==> config.mk <==
export PLATFORM = sky130hd
export DESIGN_NAME = uart_rx_engine
export DESIGN_NICKNAME = d
export VERILOG_FILES = /design/src/rtl/uart_rx_engine.sv
export SDC_FILE = /design/constraint.sdc
export NUM_CORES = 1
export LEC_CHECK = 0
export ABC_CLOCK_PERIOD_IN_PS = 5700
export CORE_AREA = 10 10 113 115
export CTS_BUF_LIST = sky130_fd_sc_hd__clkbuf_8
export CTS_CLUSTER_SIZE = 25
export DETAILED_ROUTE_END_ITERATION = 8
export DIE_AREA = 0 0 123 125
export GPL_ROUTABILITY_DRIVEN = 0
export PLACE_DENSITY = 0.68
export REMOVE_ABC_BUFFERS = 1
export SLEW_MARGIN = 25
export SYNTH_ARGS = -nofsm -noshare
export SYNTH_HDL_FRONTEND = slang
export SYNTH_SLANG_ARGS = --single-unit
==> constraint.sdc <==
create_clock -name clk -period 5.7 [get_ports clk]
set_clock_uncertainty 0.2 [all_clocks]
set_input_delay 1.14 -clock clk [delete_from_list [all_inputs] [get_ports clk]]
set_output_delay 1.14 -clock clk [all_outputs]
set_load 0.05 [all_outputs]
==> src/rtl/uart_rx_engine.sv <==
// Asynchronous-serial receiver: 2-flop synchronizer, mid-bit start qualification,
// centre-of-bit sampling of a 7/8-bit frame with optional parity and one stop bit.
module uart_rx_engine #(
  parameter int BAUD_W = 20
) (
  input  logic              clk,
  input  logic              reset,
  input  logic              rx,
  input  logic [BAUD_W-1:0] baud_k,
  input  logic              eight,
  input  logic              pen,
  input  logic              ohel,
  input  logic              rd,
  output logic [7:0]        rx_data,
  output logic              rxrdy,
  output logic              perr,
  output logic              ferr,
  output logic              ovf
);

  typedef enum logic [2:0] {IDLE, START, SHIFT, DONE, BRK} state_t;

  typedef struct packed {
    logic [BAUD_W-1:0] k;
    logic              eight;
    logic              pen;
    logic              ohel;
  } cfg_t;

  state_t            state;
  cfg_t              cfg;
  logic [1:0]        sync;
  logic              rx_s;
  logic [BAUD_W-1:0] cnt;
  logic [3:0]        bcnt;
  logic [9:0]        sh;

  logic       btu;
  logic [3:0] n_bits;
  logic [3:0] par_idx;
  logic [7:0] data;
  logic       par_bit;
  logic       stop_bit;
  logic       perr_n;

  assign rx_s = sync[1];

  always_ff @(posedge clk or posedge reset)
    if (reset) sync <= 2'b11;
    else       sync <= {sync[0], rx};

  // Samples are stored by bit position so parity and stop fall at known indices.
  assign n_bits   = 4'd8 + {3'b0, cfg.eight} + {3'b0, cfg.pen};
  assign par_idx  = 4'd7 + {3'b0, cfg.eight};
  assign data     = cfg.eight ? sh[7:0] : {1'b0, sh[6:0]};
  assign par_bit  = sh[par_idx];
  assign stop_bit = sh[n_bits - 4'd1];
  assign perr_n   = cfg.pen & ((^data ^ par_bit) != cfg.ohel);

  assign btu = ((state == START) && (cnt == (cfg.k >> 1))) ||
               ((state == SHIFT) && (cnt == (cfg.k - 1'b1)));

  always_ff @(posedge clk or posedge reset) begin
    if (reset) begin
      state <= IDLE;
      cfg   <= '0;
      cnt   <= '0;
      bcnt  <= '0;
      sh    <= '0;
    end else begin
      case (state)
        IDLE: begin
          cnt  <= '0;
          bcnt <= '0;
          if (!rx_s) begin
            cfg   <= '{k: baud_k, eight: eight, pen: pen, ohel: ohel};
            state <= START;
          end
        end
        START: begin
          bcnt <= '0;
          if (btu) begin
            cnt   <= '0;
            state <= rx_s ? IDLE : SHIFT;
          end else begin
            cnt <= cnt + 1'b1;
          end
        end
        SHIFT: begin
          if (btu) begin
            cnt      <= '0;
            sh[bcnt] <= rx_s;
            bcnt     <= bcnt + 4'd1;
            if (bcnt + 4'd1 == n_bits) state <= DONE;
          end else begin
            cnt <= cnt + 1'b1;
          end
        end
        DONE: state <= stop_bit ? IDLE : BRK;
        BRK:  if (rx_s) state <= IDLE;
        default: state <= IDLE;
      endcase
    end
  end

  // A frame completing in the same cycle as a read takes precedence over the clear.
  always_ff @(posedge clk or posedge reset) begin
    if (reset) begin
      rx_data <= '0;
      rxrdy   <= 1'b0;
      perr    <= 1'b0;
      ferr    <= 1'b0;
      ovf     <= 1'b0;
    end else if (state == DONE) begin
      rx_data <= data;
      rxrdy   <= 1'b1;
      ferr    <= ~stop_bit;
      perr    <= perr_n;
      ovf     <= rxrdy & ~rd;
    end else if (rd) begin
      rxrdy <= 1'b0;
      perr  <= 1'b0;
      ferr  <= 1'b0;
      ovf   <= 1'b0;
    end
  end

endmodule
==> impl_metrics.tcl, run 1 <==
set metrics [dict create \
    h-tree-depth 3 \
    worstSetupStartpointType "register" \
    setup_viol 0 \
    post_drt_wl_per_cell_um 16.4 \
    comb_power_share 0.148 \
    rows 38 \
    slew_violations 0 \
    clk_latency_ns 0.35 \
    vias_per_cell 5.59 \
    timing_hold_violations_final 0 \
    worstHoldPathType "reg -> reg" \
    cp.arrival_ns 3.84 \
    firstDrtPassIters 4 \
    seq_power_share 0.504 \
    layout-drive-gt1-share 0.137 \
    ys_ff_latch 74 \
    antennaDiodeCount 0 \
    synth_xor_area_frac 0.107 \
    cts_resized 0 \
    overflow 0 \
    die_h_um 125 \
    setup_tns_ns 0 \
    synth_top_area_share 0.388 \
    layout_setup_ws_ns 1.90 \
    synth_edf_count 0 \
    die_area_um2 15400 \
    fin_area_um2 5270 \
    crit_required_ns 5.74 \
    start_util 0.439 \
    synth-simple-area-share 0.197 \
    synth-adder-area-share 0.0242 \
    vdd_ir_drop_max_v 0.000198 \
    grtUsageTotal 0.143 \
    min_period_ns 3.80 \
    cts_setup_buffers 0 \
    max_freq_mhz 263 \
    min_period_over_period 0.667 \
    clkPwrFrac 0.348 \
    areaGrowthSynthToFinish_pct 13.3 \
    post-place-ws_ns 1.89 \
    grt_pass1_wl_um 18300 \
    synth_area_leader_cell "dfrtp_1" \
    worstSetupPathType "reg -> reg" \
    muxShareOfSynthArea 0.0998 \
    nets 543 \
    yosys.cell_types.count 60 \
    yosys_most_used_dff "dfrtp_1" \
    ys_top_cells_by_area "dfrtp_1, mux2_2, xnor2_1, xor2_1, nand2_1" \
    numCtsBuffers 9 \
    slew-limit-headroom 0.334 \
    rsz0062_at_grt "false" \
    synth_area_per_cell_um2 9.45 \
    grt_antenna_before_repair 0 \
    p_sw_mw 0.356 \
    vias 3646 \
    ios 39 \
    swShare 0.295 \
    cts.hold.buffers_added 0 \
    die_w_um 123 \
    yosysSeqAreaShare 0.399 \
    cts_sinks 74 \
    final_cell_mix "dfrtp_1, nand2_1, clkdlybuf4s50_1" \
    drc 0 \
    final_common_cell "dfrtp_1" \
    core-area_um2 10600 \
    yosys_warnings 0 \
    clk_pin_slew_ns 0.08 \
    cts_tree "done" \
    synth-compound-area-share 0.120 \
    cp_max_fo 17 \
    worst_pin_slew_ns 0.990 \
    dp_hpwl_um 7990 \
    maxCapViolCount 0 \
    grt_max_degree 46 \
    fill_cells 967 \
    io_buffers 38 \
    drt_iter0_markers 182 \
    netlist_instances 492 \
    status "complete, no violations" \
    grt_pass1_vias 3819 \
    syn-cell-area_um2 4650 \
    r2r_slack_ns 1.90 \
    wl_um 10700 \
    cts_root_buf "clkbuf_8" \
    ant_nets 0 \
    synth_top_family_by_area "simple AND/OR/NAND/NOR gates" \
    end_kind "register" \
    async_flop_share 1.00 \
    p_leak_nw 2.10 \
    place_area_um2 5060 \
    pwr_density_cell_nw_per_um2 229 \
    internal_power_mw 0.850 \
    clk_path_buf_depth 2 \
]
-- cells in the mapped netlist, types with 7 or more instances --
library cell / number
nand2_1: 42
o21ai_0: 30
ha_1: 9
inv_1: 22
nor3_1: 9
a21oi_1: 13
clkbuf_1: 30
dfrtp_1: 72
mux2_2: 32
xor2_1: 25
or3_1: 13
a31oi_1: 7
nor4_1: 15
xnor2_1: 32
nand3_1: 26
nor2_1: 23
-- kinds of logic (layout without fill, tap and decap cells) --
| kind of cell | count (synthesis) | count (layout) |
|---|---|---|
| adders and majority gates | 9 | 9 |
| and+or+nand+nor | 168 | 168 |
| AOI/OAI and AO/OA | 85 | 85 |
| DFF | 74 | 74 |
| xor gates and xnor gates | 57 | 57 |
| buffers and inverters | 59 | 79 |
| muxes | 40 | 40 |
-- flip-flops by register name, indices dropped and copies added, names as in the netlist --
signal	flops
bcnt	4
cnt	20
perr	1
sync	2
sh	10
rxrdy	1
ovf	1
cfg	23
rx_data	8
ferr	1
state	3
-- path summary, 6_finish.rpt --
path                                    start             endpoint  cells after the start
max                        cfg[6]$_DFFE_PP0P_    sh[1]$_DFFE_PP0P_                      8
min                         sync[0]$_DFF_PP1_    sync[1]$_DFF_PP1_                      0
max reg2reg                cfg[6]$_DFFE_PP0P_    sh[1]$_DFFE_PP0P_                      8
min reg2reg                 sync[0]$_DFF_PP1_    sync[1]$_DFF_PP1_                      0
max in group asynchronous               reset  cnt[15]$_DFFE_PP0P_                      3
min in group asynchronous               reset   cfg[3]$_DFFE_PP0P_                      2
-- critical path, cell delays in order (launching register included) --
cell and delay (ns):
dfrtp_1 0.47, or4_4 0.64, nor4_1 0.42, and2_1 0.25, mux2i_1 0.24, a22oi_1 0.15, nor4b_4 0.78, nand3_1 0.22
mux2_4 0.34
-- layer usage --
layer,up-vias,wire length [µm],GRT usage
li1,1776,-,-
met1,1750,4650,0.171
met2,90,5290,0.242
met3,30,432,0.0284
met4,0,347,0.0631
met5,-,0,0
-- stage by stage --
stage	total power, mW	utilization	hold slack [ns]	instances
CTS	1.21	0.497	0.163	652
floorplan	0.726	-	0.145	455
finish	1.21	0.497	0.162	652
detailed placement	0.791	0.478	0.151	636
global route	1.26	0.497	0.168	652
global placement	0.785	0.478	0.148	636
-- area by class of cell --
cell class	instances	area (µm²)	share of cell area
Multi-Input combinational cell	359	2550	0.484
Sequential cell	74	1850	0.352
Timing Repair Buffer	41	403	0.0765
Tap cell	140	175	0.0333
Clock buffer	10	138	0.0261
Inverter	22	82.6	0.0157
Clock inverter	6	65.1	0.0124
-- power groups by stage --
stage | sequential, mW | clock [mW] | combinational [mW]
floorplan | 0.599 | 0 | 0.127
global placement | 0.612 | 0 | 0.173
detailed placement | 0.615 | 0 | 0.176
CTS | 0.605 | 0.432 | 0.177
global route | 0.612 | 0.453 | 0.199
finish | 0.608 | 0.420 | 0.179
(Power assumes the default switching activity.)
==> inputs of run 2 (changes only) <==
ABC_CLOCK_PERIOD_IN_PS = 3700   (was 5700)
clock period = 3.7 ns   (was 5.7 ns; I/O delays follow)
==> impl_metrics.tcl, run 2 (synthesized netlist as in run 1, its figures left out) <==
set metrics [dict create \
    hp-start "sync[0]$_DFF_PP1_" \
    fill_cells 965 \
    layout_setup_ws_ns 0.299 \
    areaGrowthSynthToFinish_pct 14.5 \
    drt_iter0_markers 337 \
    layout-drive-gt1-share 0.150 \
    slew_violations 0 \
    grt_pass1_wl_um 17900 \
    max_freq_mhz 294 \
    clkPwrFrac 0.330 \
    start_util 0.439 \
    h-tree-depth 3 \
    end_kind "register" \
    grt_pass1_vias 3737 \
    status "complete, no violations" \
    use_met2 0.239 \
    ant_nets 0 \
    ios 39 \
    overflow 0 \
    use_met1 0.167 \
    post_drt_wl_per_cell_um 16.3 \
    wl_um 10700 \
    timing_hold_violations_final 0 \
    p_sw_mw 0.572 \
    cts_sinks 74 \
    min_period_ns 3.40 \
    cts.hold.buffers_added 0 \
    worstSetupPathType "reg -> reg" \
    cp.arrival_ns 3.45 \
    comb_power_share 0.156 \
    busiest_layer "met2" \
    worstHoldPathType "reg -> reg" \
    min_period_over_period 0.919 \
    io_buffers 38 \
    setup_tns_ns 0 \
    firstDrtPassIters 6 \
    die_h_um 125 \
    vdd_ir_drop_max_v 0.000299 \
    reg_top3 "cfg: 23 flops, cnt: 20 flops, sh: 10 flops" \
    worst_pin_slew_ns 0.760 \
    final_cell_mix "dfrtp_1, nand2_1, clkdlybuf4s50_1" \
    drc 0 \
    internal_power_mw 1.24 \
    top_register "cfg" \
    dp_hpwl_um 8000 \
    numCtsBuffers 9 \
    die_w_um 123 \
    cp_max_fo 17 \
    r2r_start "cfg[13]$_DFFE_PP0P_" \
    setup_viol 0 \
    grt_antenna_before_repair 0 \
    vias 3697 \
    crit_start "cfg[13]$_DFFE_PP0P_" \
    largest_reg_flops 23 \
    maxCapViolCount 0 \
    cts_tree "done" \
    pwr_density_cell_nw_per_um2 340 \
    post-place-ws_ns 0.243 \
    die_area_um2 15400 \
    vias_per_cell 5.61 \
    slew-limit-headroom 0.492 \
    swShare 0.316 \
    crit_required_ns 3.75 \
    rsz0062_at_grt "false" \
    rows 38 \
    seq_power_share 0.515 \
    clk_latency_ns 0.36 \
    final_common_cell "dfrtp_1" \
    nets 550 \
    p_leak_nw 2.13 \
    worstSetupStartpointType "register" \
    core-area_um2 10600 \
    power_mw 1.81 \
    grt_max_degree 75 \
    cts_root_buf "clkbuf_8" \
    antennaDiodeCount 0 \
    grtUsageMet3 0.0351 \
    grtUsageTotal 0.141 \
    clk_path_buf_depth 2 \
    clk_pin_slew_ns 0.09 \
]
[run 2: cell types whose count changed in the layout (fill, tap and decap cells not counted)]
cell / previous run / this run
buf_4: 3 / 9
clkinv_2: 2 / 0
buf_12: 0 / 1
bufinv_16: 1 / 0
clkbuf_8: 10 / 9
clkinv_4: 1 / 2
clkinvlp_4: 1 / 2
inv_6: 1 / 2
inv_8: 0 / 1
nor4_1: 15 / 14
nor4_2: 0 / 1
[run 2: per-layer routing]
| layer | part of all wire | vias to the layer above |
|---|---|---|
| met1 | 0.43 | 1779 |
| met5 | 0 | - |
| met4 | 0.027 | 0 |
| met3 | 0.045 | 29 |
| li1 | - | 1786 |
| met2 | 0.50 | 103 |
[run 2: power by group through the flow]
stage / clock network, mW / logic, mW / registers (mW)
floorplan: 0 / 0.196 / 0.923
global placement: 0 / 0.274 / 0.942
detailed placement: 0 / 0.279 / 0.944
CTS: 0.617 / 0.281 / 0.928
global route: 0.652 / 0.315 / 0.939
finish: 0.596 / 0.282 / 0.931
[run 2: cell type report]
cell class / instances / area (µm²) / area share
Clock inverter: 7 / 61.3 / 0.0115
Tap cell: 140 / 175 / 0.0329
Sequential cell: 74 / 1850 / 0.348
Clock buffer: 9 / 124 / 0.0233
Multi-Input combinational cell: 359 / 2560 / 0.480
Inverter: 22 / 82.6 / 0.0155
Timing Repair Buffer: 48 / 468 / 0.0879
[run 2: timing repair]
item | 4_1_cts | 5_1_grt
gates resized for setup | 0 | 1
setup buffers | 0 | 0
endpoints found under the setup margin | 0 | 4
[run 2: final timing paths]
path / end / slack, ns / cells past startpoint
max: sh[8]$_DFFE_PP0P_ / 0.30 / 9
max in group asynchronous: cnt[13]$_DFFE_PP0P_ / 2.40 / 3
min: sync[1]$_DFF_PP1_ / 0.16 / 0
min reg2reg: sync[1]$_DFF_PP1_ / 0.16 / 0
min in group asynchronous: state[1]$_DFFE_PP0P_ / 0.58 / 3
max reg2reg: sh[8]$_DFFE_PP0P_ / 0.30 / 9
[run 2: through the flow]
step	instances	utilization	hold slack, ns	cell area (µm²)
4_1_cts	659	0.501	0.160	5320
5_1_grt	659	0.502	0.165	5320
6_report	659	0.502	0.158	5320
3_5_place_dp	643	0.484	0.148	5130
3_3_place_gp	643	0.484	0.148	5130
2_1_floorplan	455	-	0.145	4480
[run 2: critical path, cell delays in order, from the launching register on]
cell and delay, ns:
dfrtp_1 0.47, or4_1 0.68, nor4_2 0.32, and2_1 0.24
mux2i_1 0.25, a22oi_1 0.15, nor4b_4 0.29, buf_4 0.24
nand4b_1 0.14, mux2_2 0.29
